`config.mk`:
```
export PLATFORM = sky130hd
export DESIGN_NAME = mem_access_stage_flat
export DESIGN_NICKNAME = d
export VERILOG_FILES = /design/src/rtl/mem_access_stage_if.sv /design/src/rtl/mem_access_stage.sv /design/src/flat_wrapper.sv
export SDC_FILE = /design/constraint.sdc
export NUM_CORES = 1
export LEC_CHECK = 0
export ABC_AREA = 1
export CELL_PAD_IN_SITES_DETAIL_PLACEMENT = 0
export CELL_PAD_IN_SITES_GLOBAL_PLACEMENT = 1
export CORE_AREA = 10 10 225 227
export CTS_CLUSTER_SIZE = 8
export DETAILED_ROUTE_END_ITERATION = 10
export DIE_AREA = 0 0 235 237
export GPL_ROUTABILITY_DRIVEN = 0
export GPL_TIMING_DRIVEN = 1
export PLACE_DENSITY = 0.76
export SYNTH_ARGS = -nofsm -noshare
export SYNTH_HDL_FRONTEND = slang
export SYNTH_SLANG_ARGS = --single-unit
```
`constraint.sdc`:
```
create_clock -name clk -period 1.75 [get_ports clk]
set_clock_uncertainty 0.05 [all_clocks]
set_input_delay 0.175 -clock clk [delete_from_list [all_inputs] [get_ports clk]]
set_output_delay 0.175 -clock clk [all_outputs]
set_load 0.03 [all_outputs]
```
`src/rtl/mem_access_stage_if.sv`:
```
// Data-memory request/acknowledge bus between the MEM stage and data memory.
//   dmem_req   : access request, high for the whole access
//   dmem_we    : 1 = store, 0 = load
//   dmem_addr  : byte address of the access
//   dmem_wdata : store data
//   dmem_rdata : load data, valid when dmem_ack = 1
//   dmem_ack   : access completes this cycle
// Modports: master = MEM stage, slave = memory.
interface mem_access_stage_if #(
  parameter int WORD_W = 64
);
  logic              dmem_req;
  logic              dmem_we;
  logic [WORD_W-1:0] dmem_addr;
  logic [WORD_W-1:0] dmem_wdata;
  logic [WORD_W-1:0] dmem_rdata;
  logic              dmem_ack;

  modport master (
    output dmem_req, dmem_we, dmem_addr, dmem_wdata,
    input  dmem_rdata, dmem_ack
  );

  modport slave (
    input  dmem_req, dmem_we, dmem_addr, dmem_wdata,
    output dmem_rdata, dmem_ack
  );
endinterface

```
`src/rtl/mem_access_stage.sv`:
```
// LEGv8 MEM pipeline stage.
// Holds the EX/MEM register, resolves branches, runs data-memory accesses
// over a variable-latency req/ack bus (with an abort after TIMEOUT cycles),
// and drives the registered MEM/WB bundle.
// Ports:
//   clk, reset          : clock, synchronous active-high reset
//   ex_valid, *_in      : EX stage results and control flags
//   stall               : hold EX and earlier stages this cycle
//   pc_src, branch_target : branch decision and target
//   dmem                : data-memory bus (master side)
//   wb_*                : MEM/WB register outputs
//   mem_error           : sticky access-timeout flag
module mem_access_stage #(
  parameter int WORD_W  = 64,
  parameter int TIMEOUT = 16
) (
  input  logic              clk,
  input  logic              reset,
  input  logic              ex_valid,
  input  logic              uncondbranch_in,
  input  logic              branch_in,
  input  logic              mem_read_in,
  input  logic              mem_write_in,
  input  logic              mem_to_reg_in,
  input  logic              reg_write_in,
  input  logic [4:0]        write_register_in,
  input  logic [WORD_W-1:0] alu_result_in,
  input  logic [WORD_W-1:0] read_data2_in,
  input  logic              zero_in,
  input  logic [WORD_W-1:0] branch_target_in,
  output logic              stall,
  output logic              pc_src,
  output logic [WORD_W-1:0] branch_target,
  mem_access_stage_if.master dmem,
  output logic              wb_valid,
  output logic              wb_reg_write,
  output logic              wb_mem_to_reg,
  output logic [4:0]        wb_write_register,
  output logic [WORD_W-1:0] wb_read_data,
  output logic [WORD_W-1:0] wb_alu_result,
  output logic              mem_error
);

  localparam int CNT_W = (TIMEOUT > 2) ? $clog2(TIMEOUT) : 1;

  typedef enum logic {IDLE, BUSY} state_e;

  state_e             state_q, state_d;
  logic [CNT_W-1:0]   cnt_q, cnt_d;
  logic               timeout;
  logic               load_done;
  logic               start;

  // EX/MEM register. Control flags are stored already qualified by
  // ex_valid, so a bubble entry can never request, branch or write.
  logic              valid_q, uncond_q, branch_q, mem_read_q, mem_write_q;
  logic              mem_to_reg_q, reg_write_q, zero_q;
  logic [4:0]        wreg_q;
  logic [WORD_W-1:0] alu_q, rd2_q, bt_q;

  // MEM/WB register.
  logic              wb_valid_q, wb_reg_write_q, wb_mem_to_reg_q;
  logic [4:0]        wb_wreg_q;
  logic [WORD_W-1:0] wb_rdata_q, wb_alu_q;
  logic              mem_error_q;

  // A memory instruction is being accepted into EX/MEM on this edge.
  assign start = ex_valid & (mem_read_in | mem_write_in);

  // NOTE: every signal written here gets a default first, so no path
  // through the block leaves it unassigned and no latch is inferred.
  always_comb begin
    state_d   = state_q;
    cnt_d     = cnt_q;
    stall     = 1'b0;
    timeout   = 1'b0;
    load_done = 1'b0;
    unique case (state_q)
      IDLE: begin
        if (start) begin
          state_d = BUSY;
          cnt_d   = '0;
        end
      end
      BUSY: begin
        if (dmem.dmem_ack) begin
          // A load with both flags set is a store: no read data returned.
          load_done = mem_read_q & ~mem_write_q;
          state_d   = start ? BUSY : IDLE;
          cnt_d     = '0;
        end else if (cnt_q == CNT_W'(TIMEOUT - 1)) begin
          // Abort: release the pipeline this cycle, bubble the access.
          timeout = 1'b1;
          state_d = start ? BUSY : IDLE;
          cnt_d   = '0;
        end else begin
          stall = 1'b1;
          cnt_d = cnt_q + CNT_W'(1);
        end
      end
      default: state_d = IDLE;
    endcase
  end

  // NOTE: sequential state uses non-blocking assignments so every register
  // samples the pre-edge values, independent of statement order.
  always_ff @(posedge clk) begin
    if (reset) begin
      state_q     <= IDLE;
      cnt_q       <= '0;
      mem_error_q <= 1'b0;
    end else begin
      state_q     <= state_d;
      cnt_q       <= cnt_d;
      mem_error_q <= mem_error_q | timeout;
    end
  end

  always_ff @(posedge clk) begin
    if (reset) begin
      valid_q      <= 1'b0;
      uncond_q     <= 1'b0;
      branch_q     <= 1'b0;
      mem_read_q   <= 1'b0;
      mem_write_q  <= 1'b0;
      mem_to_reg_q <= 1'b0;
      reg_write_q  <= 1'b0;
      zero_q       <= 1'b0;
      wreg_q       <= '0;
      alu_q        <= '0;
      rd2_q        <= '0;
      bt_q         <= '0;
    end else if (!stall) begin
      valid_q      <= ex_valid;
      uncond_q     <= ex_valid & uncondbranch_in;
      branch_q     <= ex_valid & branch_in;
      mem_read_q   <= ex_valid & mem_read_in;
      mem_write_q  <= ex_valid & mem_write_in;
      mem_to_reg_q <= ex_valid & mem_to_reg_in;
      reg_write_q  <= ex_valid & reg_write_in;
      zero_q       <= zero_in;
      wreg_q       <= write_register_in;
      alu_q        <= alu_result_in;
      rd2_q        <= read_data2_in;
      bt_q         <= branch_target_in;
    end
  end

  always_ff @(posedge clk) begin
    if (reset) begin
      wb_valid_q      <= 1'b0;
      wb_reg_write_q  <= 1'b0;
      wb_mem_to_reg_q <= 1'b0;
      wb_wreg_q       <= '0;
      wb_rdata_q      <= '0;
      wb_alu_q        <= '0;
    end else if (stall || timeout) begin
      wb_valid_q      <= 1'b0;
      wb_reg_write_q  <= 1'b0;
      wb_mem_to_reg_q <= 1'b0;
    end else begin
      wb_valid_q      <= valid_q;
      wb_reg_write_q  <= valid_q & reg_write_q;
      wb_mem_to_reg_q <= valid_q & mem_to_reg_q;
      wb_wreg_q       <= wreg_q;
      wb_alu_q        <= alu_q;
      if (load_done) wb_rdata_q <= dmem.dmem_rdata;
    end
  end

  assign dmem.dmem_req   = (state_q == BUSY);
  assign dmem.dmem_we    = (state_q == BUSY) & mem_write_q;
  assign dmem.dmem_addr  = alu_q;
  assign dmem.dmem_wdata = rd2_q;

  assign pc_src        = valid_q & (uncond_q | (branch_q & zero_q));
  assign branch_target = bt_q;

  assign wb_valid          = wb_valid_q;
  assign wb_reg_write      = wb_reg_write_q;
  assign wb_mem_to_reg     = wb_mem_to_reg_q;
  assign wb_write_register = wb_wreg_q;
  assign wb_read_data      = wb_rdata_q;
  assign wb_alu_result     = wb_alu_q;
  assign mem_error         = mem_error_q;

endmodule

```
`src/flat_wrapper.sv`:
```
// flat-port wrapper written by rule: the top's interface ports become plain ports
module mem_access_stage_flat 
#(
  parameter int WORD_W  = 64,
  parameter int TIMEOUT = 16
)
  (clk, reset, ex_valid, uncondbranch_in, branch_in, mem_read_in, mem_write_in, mem_to_reg_in, reg_write_in, write_register_in, alu_result_in, read_data2_in, zero_in, branch_target_in, stall, pc_src, branch_target, wb_valid, wb_reg_write, wb_mem_to_reg, wb_write_register, wb_read_data, wb_alu_result, mem_error, dmem_dmem_req, dmem_dmem_we, dmem_dmem_addr, dmem_dmem_wdata, dmem_dmem_rdata, dmem_dmem_ack);
  mem_access_stage_if #(.WORD_W(WORD_W)) dmem_i ();
  input  logic clk;
  input  logic reset;
  input  logic ex_valid;
  input  logic uncondbranch_in;
  input  logic branch_in;
  input  logic mem_read_in;
  input  logic mem_write_in;
  input  logic mem_to_reg_in;
  input  logic reg_write_in;
  input  logic [4:0] write_register_in;
  input  logic [WORD_W-1:0] alu_result_in;
  input  logic [WORD_W-1:0] read_data2_in;
  input  logic zero_in;
  input  logic [WORD_W-1:0] branch_target_in;
  output logic stall;
  output logic pc_src;
  output logic [WORD_W-1:0] branch_target;
  output logic wb_valid;
  output logic wb_reg_write;
  output logic wb_mem_to_reg;
  output logic [4:0] wb_write_register;
  output logic [WORD_W-1:0] wb_read_data;
  output logic [WORD_W-1:0] wb_alu_result;
  output logic mem_error;
  output wire logic [$bits(dmem_i.dmem_req)-1:0] dmem_dmem_req;
  output wire logic [$bits(dmem_i.dmem_we)-1:0] dmem_dmem_we;
  output wire logic [$bits(dmem_i.dmem_addr)-1:0] dmem_dmem_addr;
  output wire logic [$bits(dmem_i.dmem_wdata)-1:0] dmem_dmem_wdata;
  input wire logic [$bits(dmem_i.dmem_rdata)-1:0] dmem_dmem_rdata;
  input wire logic [$bits(dmem_i.dmem_ack)-1:0] dmem_dmem_ack;
  assign dmem_dmem_req = dmem_i.dmem_req;
  assign dmem_dmem_we = dmem_i.dmem_we;
  assign dmem_dmem_addr = dmem_i.dmem_addr;
  assign dmem_dmem_wdata = dmem_i.dmem_wdata;
  assign dmem_i.dmem_rdata = dmem_dmem_rdata;
  assign dmem_i.dmem_ack = dmem_dmem_ack;
  mem_access_stage #(.WORD_W(WORD_W), .TIMEOUT(TIMEOUT)) u_core (.clk(clk), .reset(reset), .ex_valid(ex_valid), .uncondbranch_in(uncondbranch_in), .branch_in(branch_in), .mem_read_in(mem_read_in), .mem_write_in(mem_write_in), .mem_to_reg_in(mem_to_reg_in), .reg_write_in(reg_write_in), .write_register_in(write_register_in), .alu_result_in(alu_result_in), .read_data2_in(read_data2_in), .zero_in(zero_in), .branch_target_in(branch_target_in), .stall(stall), .pc_src(pc_src), .branch_target(branch_target), .dmem(dmem_i), .wb_valid(wb_valid), .wb_reg_write(wb_reg_write), .wb_mem_to_reg(wb_mem_to_reg), .wb_write_register(wb_write_register), .wb_read_data(wb_read_data), .wb_alu_result(wb_alu_result), .mem_error(mem_error));
endmodule
```
== Word level (Yosys, flattened, before mapping) ==
Cells that the tools add are included.

* Bits in registers: 347

* Reduce and logical (&&, ||, !) cells: 3
* Equal/unequal tests: 2
* Bitwise gates (word level): 19
* Muxes and demuxes: 16
* Add/subtract/negate cells: 1

{| class="wikitable"
|+ Operators by type and width
! operator !! number
|-
| 1-bit AND || 13
|-
| 4-bit 2-to-1 mux || 3
|-
| 1-bit 2-to-1 mux || 11
|-
| 4-bit case mux with 2 select lines || 1
|-
| 4-bit by 1-bit adder with 4-bit output (second input constant) || 1
|-
| 4-bit equality test (second input constant) || 1
|-
| 1-bit NOT || 3
|-
| 1-bit bitwise OR || 3
|-
| 2-bit by 1-bit inequality test with 1-bit output (second input constant) || 1
|-
| 1-bit case mux with 2 select lines || 1
|-
| 2-bit AND reduction || 1
|-
| 2-bit OR reduction || 1
|-
| 1-bit logical OR || 1
|}

== Longest topological paths before layout ==
* Depth in word-level cells: 7
* Depth in mapped cells: 8
* Gate-level depth less buffers: 6

== Worst setup path before layout ==
Ideal clock, no wire load.

* Path type: register -> register
* Start: register u_core.state_q, in the netlist u_core.dmem.dmem_req
* End: register u_core.bt_q[18], in the netlist u_core.branch_target[18]
* Arrival time: 1,429 ps
* Buffers on the path: 3
* Library setup time: 116 ps
* Setup slack: 155 ps
* Data required time: 1,584 ps
* Cell stages (with the launch flop): 9
* Path through: dfxtp_1 -> inv_2 -> nor2_8 -> nand2_4 -> buf_6 -> buf_6 -> buf_6 -> o21ai_0 -> nor2_1

* Cells in the longest elaborated chain, start to end: 1

{| class="wikitable"
|+ RTL lines
! element !! RTL line !! source
|-
| start: declaration || mem_access_stage.sv:48 || <nowiki>state_e state_q, state_d;</nowiki>
|-
| start signal: assignment || mem_access_stage.sv:113 || <nowiki>state_q <= state_d;</nowiki>
|-
| 1-bit 2-to-1 mux || mem_access_stage.sv:78 || <nowiki>unique case (state_q)</nowiki>
|-
| end signal: assignment || mem_access_stage.sv:145 || <nowiki>bt_q <= branch_target_in;</nowiki>
|-
| end: declaration || mem_access_stage.sv:59 || <nowiki>logic [WORD_W-1:0] alu_q, rd2_q, bt_q;</nowiki>
|}

No other way between the ends.
A chain may end at the register's enable or synchronous reset.

== Worst setup path in the final report ==
* Start: register u_core.cnt_q[1]
* End: output stall

* Cells in the longest elaborated chain, start to end: 4

{| class="wikitable"
|+ RTL lines
! element !! RTL line !! source
|-
| start: declaration || mem_access_stage.sv:49 || <nowiki>logic [CNT_W-1:0] cnt_q, cnt_d;</nowiki>
|-
| start signal: assignment || mem_access_stage.sv:114 || <nowiki>cnt_q <= cnt_d;</nowiki>
|-
| 4-bit equality test || mem_access_stage.sv:91 || <nowiki>end else if (cnt_q == CNT_W'(TIMEOUT - 1)) begin</nowiki>
|-
| 1-bit 2-to-1 mux || mem_access_stage.sv:91 ||
|-
| 1-bit 2-to-1 mux || mem_access_stage.sv:86 || <nowiki>if (dmem.dmem_ack) begin</nowiki>
|-
| 1-bit 2-to-1 mux || mem_access_stage.sv:78 ||
|-
| end: declaration || flat_wrapper.sv:23 || <nowiki>output logic stall;</nowiki>
|}

No other way between the ends.

==> results.txt <==
Internal Power: 0.0148 W
final hold viol count: 0
share of the synthesized area in the top cell type: 57.7%
crit path from: u_core.cnt_q[1]
Yosys reg bits: 347
count of buffer and inverter cells on the critical path: 2
DRT Wirelength: 51.3 mm
fin nets: 2414
cell with the most instances after synthesis: nor2_1
die area: 55700 um2
Post-synth EDFFs: 0
r2r worst-path depth: 9
die span in x: 235 um
PortBufs: 604
Max Slew Vio Count: 0
Cell Area, Synth: 12000 um2
critical path, cell by cell: ha_4, nand3_4, nand2_8, clkinv_8, buf_6
routed wl met2: 25.7 mm
CP peak stage delay: 0.35 ns
syn avg cell area: 7.91 um2
most instantiated cells after synthesis: 672 x nor2_1, 347 x dfxtp_1, 236 x o21ai_0
minimum clock period after layout: 1.71 ns
via density per instance: 4.43
Syn Inst Count: 1522
fillcell total: 4713
Synth area leader: dfxtp_1
Reg2Reg Launch Point: u_core.cnt_q[1]
Hold Path Cell Cnt: 3
Num Clock Sinks: 347
synthesis warning total: 0
Synth cell types: 21
power consumption: 0.0203 W
CP Depth: 5
vias in the first global route: 12381
Data arrival, critical path: 1.49 ns
post-route insts no fill: 2751
clock power share: 40.9%
Async SR Flop Fraction: 0%
DR pass1 iterations: 5
Post-DP Area: 19100 um2
maxcap violations: 0
Worst Setup EP: stall
placed insts: 2691
Sw Share: 27.1%
Synth Net Count: 1795
DR iter-0 viols: 582
Final period util: 97.8%
relative slew slack: 70.5%
final instance area: 20100 um2
maximum clock insertion buffer count: 3
core area: 46200 um2
die height: 237 um
gr usage total: 17.4%
Met3 Routed Length: 4.58 mm
pin count of the biggest net entering global routing: 59
Critical Path End Type: output port
clk_lat worst skew: 0.57 ns
Peak VDD IR: 0.769 mV
Routed WL per cell: 18.6 um
startpoint types: register
Net Switching: 0.00550 W
reg-to-reg slack, setup: 0.08 ns
Hold-fix buffers, CTS: 0
worst min-delay path class: in2reg
P_leak: 9.29 nW
Post-route DRC: 0
Post-synth top flop: dfxtp_1
synthesis-to-layout area growth: 66.6%
Crit Path Max Fanout: 7
combinational power share: 16.5%
Fmax: 584 MHz
top sig layer: met5
slowest CP cell: dfxtp_4
global-route wire length before repair: 77.0 mm
Met1 Routed Length: 20.1 mm
Num CTS Buffers: 49
Routed Antenna Nets: 0
endpoints failing setup: 0
Initial Util: 26.1%
Seq/Total Area, Yosys: 57.7%
outcome: completed
critical path's top delay family: flip-flops
Seq pwr share: 42.6%
unrepaired setup endpoints after global routing: true
TritonCTS clock tree: yes
# IOs: 605
power density over cell area: 1010 nW/um2
post-DP HPWL: 39.1 mm
Area contributors post-synth: dfxtp_1 58%, nor2_1 21%, o21ai_0 9.8%
routed via count: 12200
Crit Path Category: reg2out
total grt overflow: 0
WP data required: 1.52 ns
Worst R2R End: u_core.dmem.dmem_wdata[0]
initial antenna violation count: 4
layout cells sized above 1: 6.81%
Reg clk slew, reported paths: 0.05 ns
std cell rows: 79
H-tree Lvls: 2
Least-Margin Pin Slew: 0.445 ns
Root Driver: clkbuf_16
[worst register-to-register path: cells and delay by family (launching register included)]
family        cells  cell delay, ns
flops             1            0.35
fa+ha+maj         1            0.15
simple gates      4            0.48
buf+inv           4            0.54
[power by group through the flow]
stage | Combinational [W] | Sequential (W) | Clock (W)
after floorplan | 0.000820 | 0.00965 | 0
after global placement | 0.00366 | 0.00879 | 0
after detailed placement | 0.00367 | 0.00880 | 0
after CTS | 0.00339 | 0.00864 | 0.00858
after global routing | 0.00359 | 0.00869 | 0.00886
final | 0.00334 | 0.00864 | 0.00830
[cells in the final DEF, fill, tap and decap left out, types with 3 or more instances in the layout]
cell | netlist | routed
dfxtp_1 | 347 | 344
inv_2 | 5 | 3
buf_4 | 2 | 52
inv_1 | 5 | 5
nand3_1 | 15 | 14
dlygate4sd2_1 | 0 | 330
nor2_1 | 672 | 672
o21ai_1 | 100 | 100
buf_12 | 0 | 24
o21ai_0 | 236 | 236
clkbuf_16 | 0 | 50
a21oi_1 | 11 | 11
nand2_1 | 12 | 12
clkdlybuf4s50_1 | 0 | 271
[timing repair]
| item | in CTS | in global routing |
|---|---|---|
| pin swaps | 2 | 1 |
| resized for setup | 344 | 4 |
| setup buffers | 1 | 6 |
| setup endpoints to repair | 333 | 10 |
[per-layer routing]
layer / GRT usage (%) / up-vias
met5: 0 / -
met4: 4.73 / 6
met3: 6.89 / 62
met1: 19.1 / 5574
met2: 30.8 / 463
li1: - / 6095
[cell families (layout without fill, tap and decap cells)]
group,Yosys count,in the layout,synth area share [%]
AND/OR/NAND/NOR,705,705,22.5
AO/OA/AOI/OAI,347,347,14.4
flip-flops,347,347,57.7
buffers and inverters,122,743,5.19
adder cells (fa/ha/maj),1,1,0.104
other,0,1,0
[through the flow]
step	setup TNS [ns]	setup WS, ns	hold slack, ns	util [%]
after floorplan	0	0.155	0.260	-
after global placement	-0.413	-0.0695	0.403	41.4
after detailed placement	-0.481	-0.0666	0.417	41.4
after CTS	-0.180	-0.180	0.102	43.4
after global routing	-0.0173	-0.0173	0.126	43.4
final	0	0.0380	0.146	43.4
[how the worst min path moves through the flow]
stage / startpoint / end / slack, ns
global route: read_data2_in[6] / u_core.dmem.dmem_wdata[6] / 0.13
detailed placement: u_core.reg_write_q / u_core.wb_reg_write / 0.42
floorplan: write_register_in[0] / u_core.wreg_q[0] / 0.26
global placement: u_core.mem_error / u_core.mem_error / 0.40
CTS: read_data2_in[9] / u_core.dmem.dmem_wdata[9] / 0.10
finish: read_data2_in[25] / u_core.dmem.dmem_wdata[25] / 0.15
[layout make-up]
class / instances / area [um2] / area share [%]
multi-input combinational: 1053 / 4490 / 22.4
tap: 607 / 759 / 3.79
inverter: 10 / 57.6 / 0.287
clock buffer: 51 / 1260 / 6.31
sequential: 347 / 6960 / 34.7
timing repair buffer: 680 / 6500 / 32.4
antenna: 1 / 2.50 / 0.0125
clock inverter: 2 / 21.3 / 0.106
No activity file was read; power rests on OpenSTA's default activity.
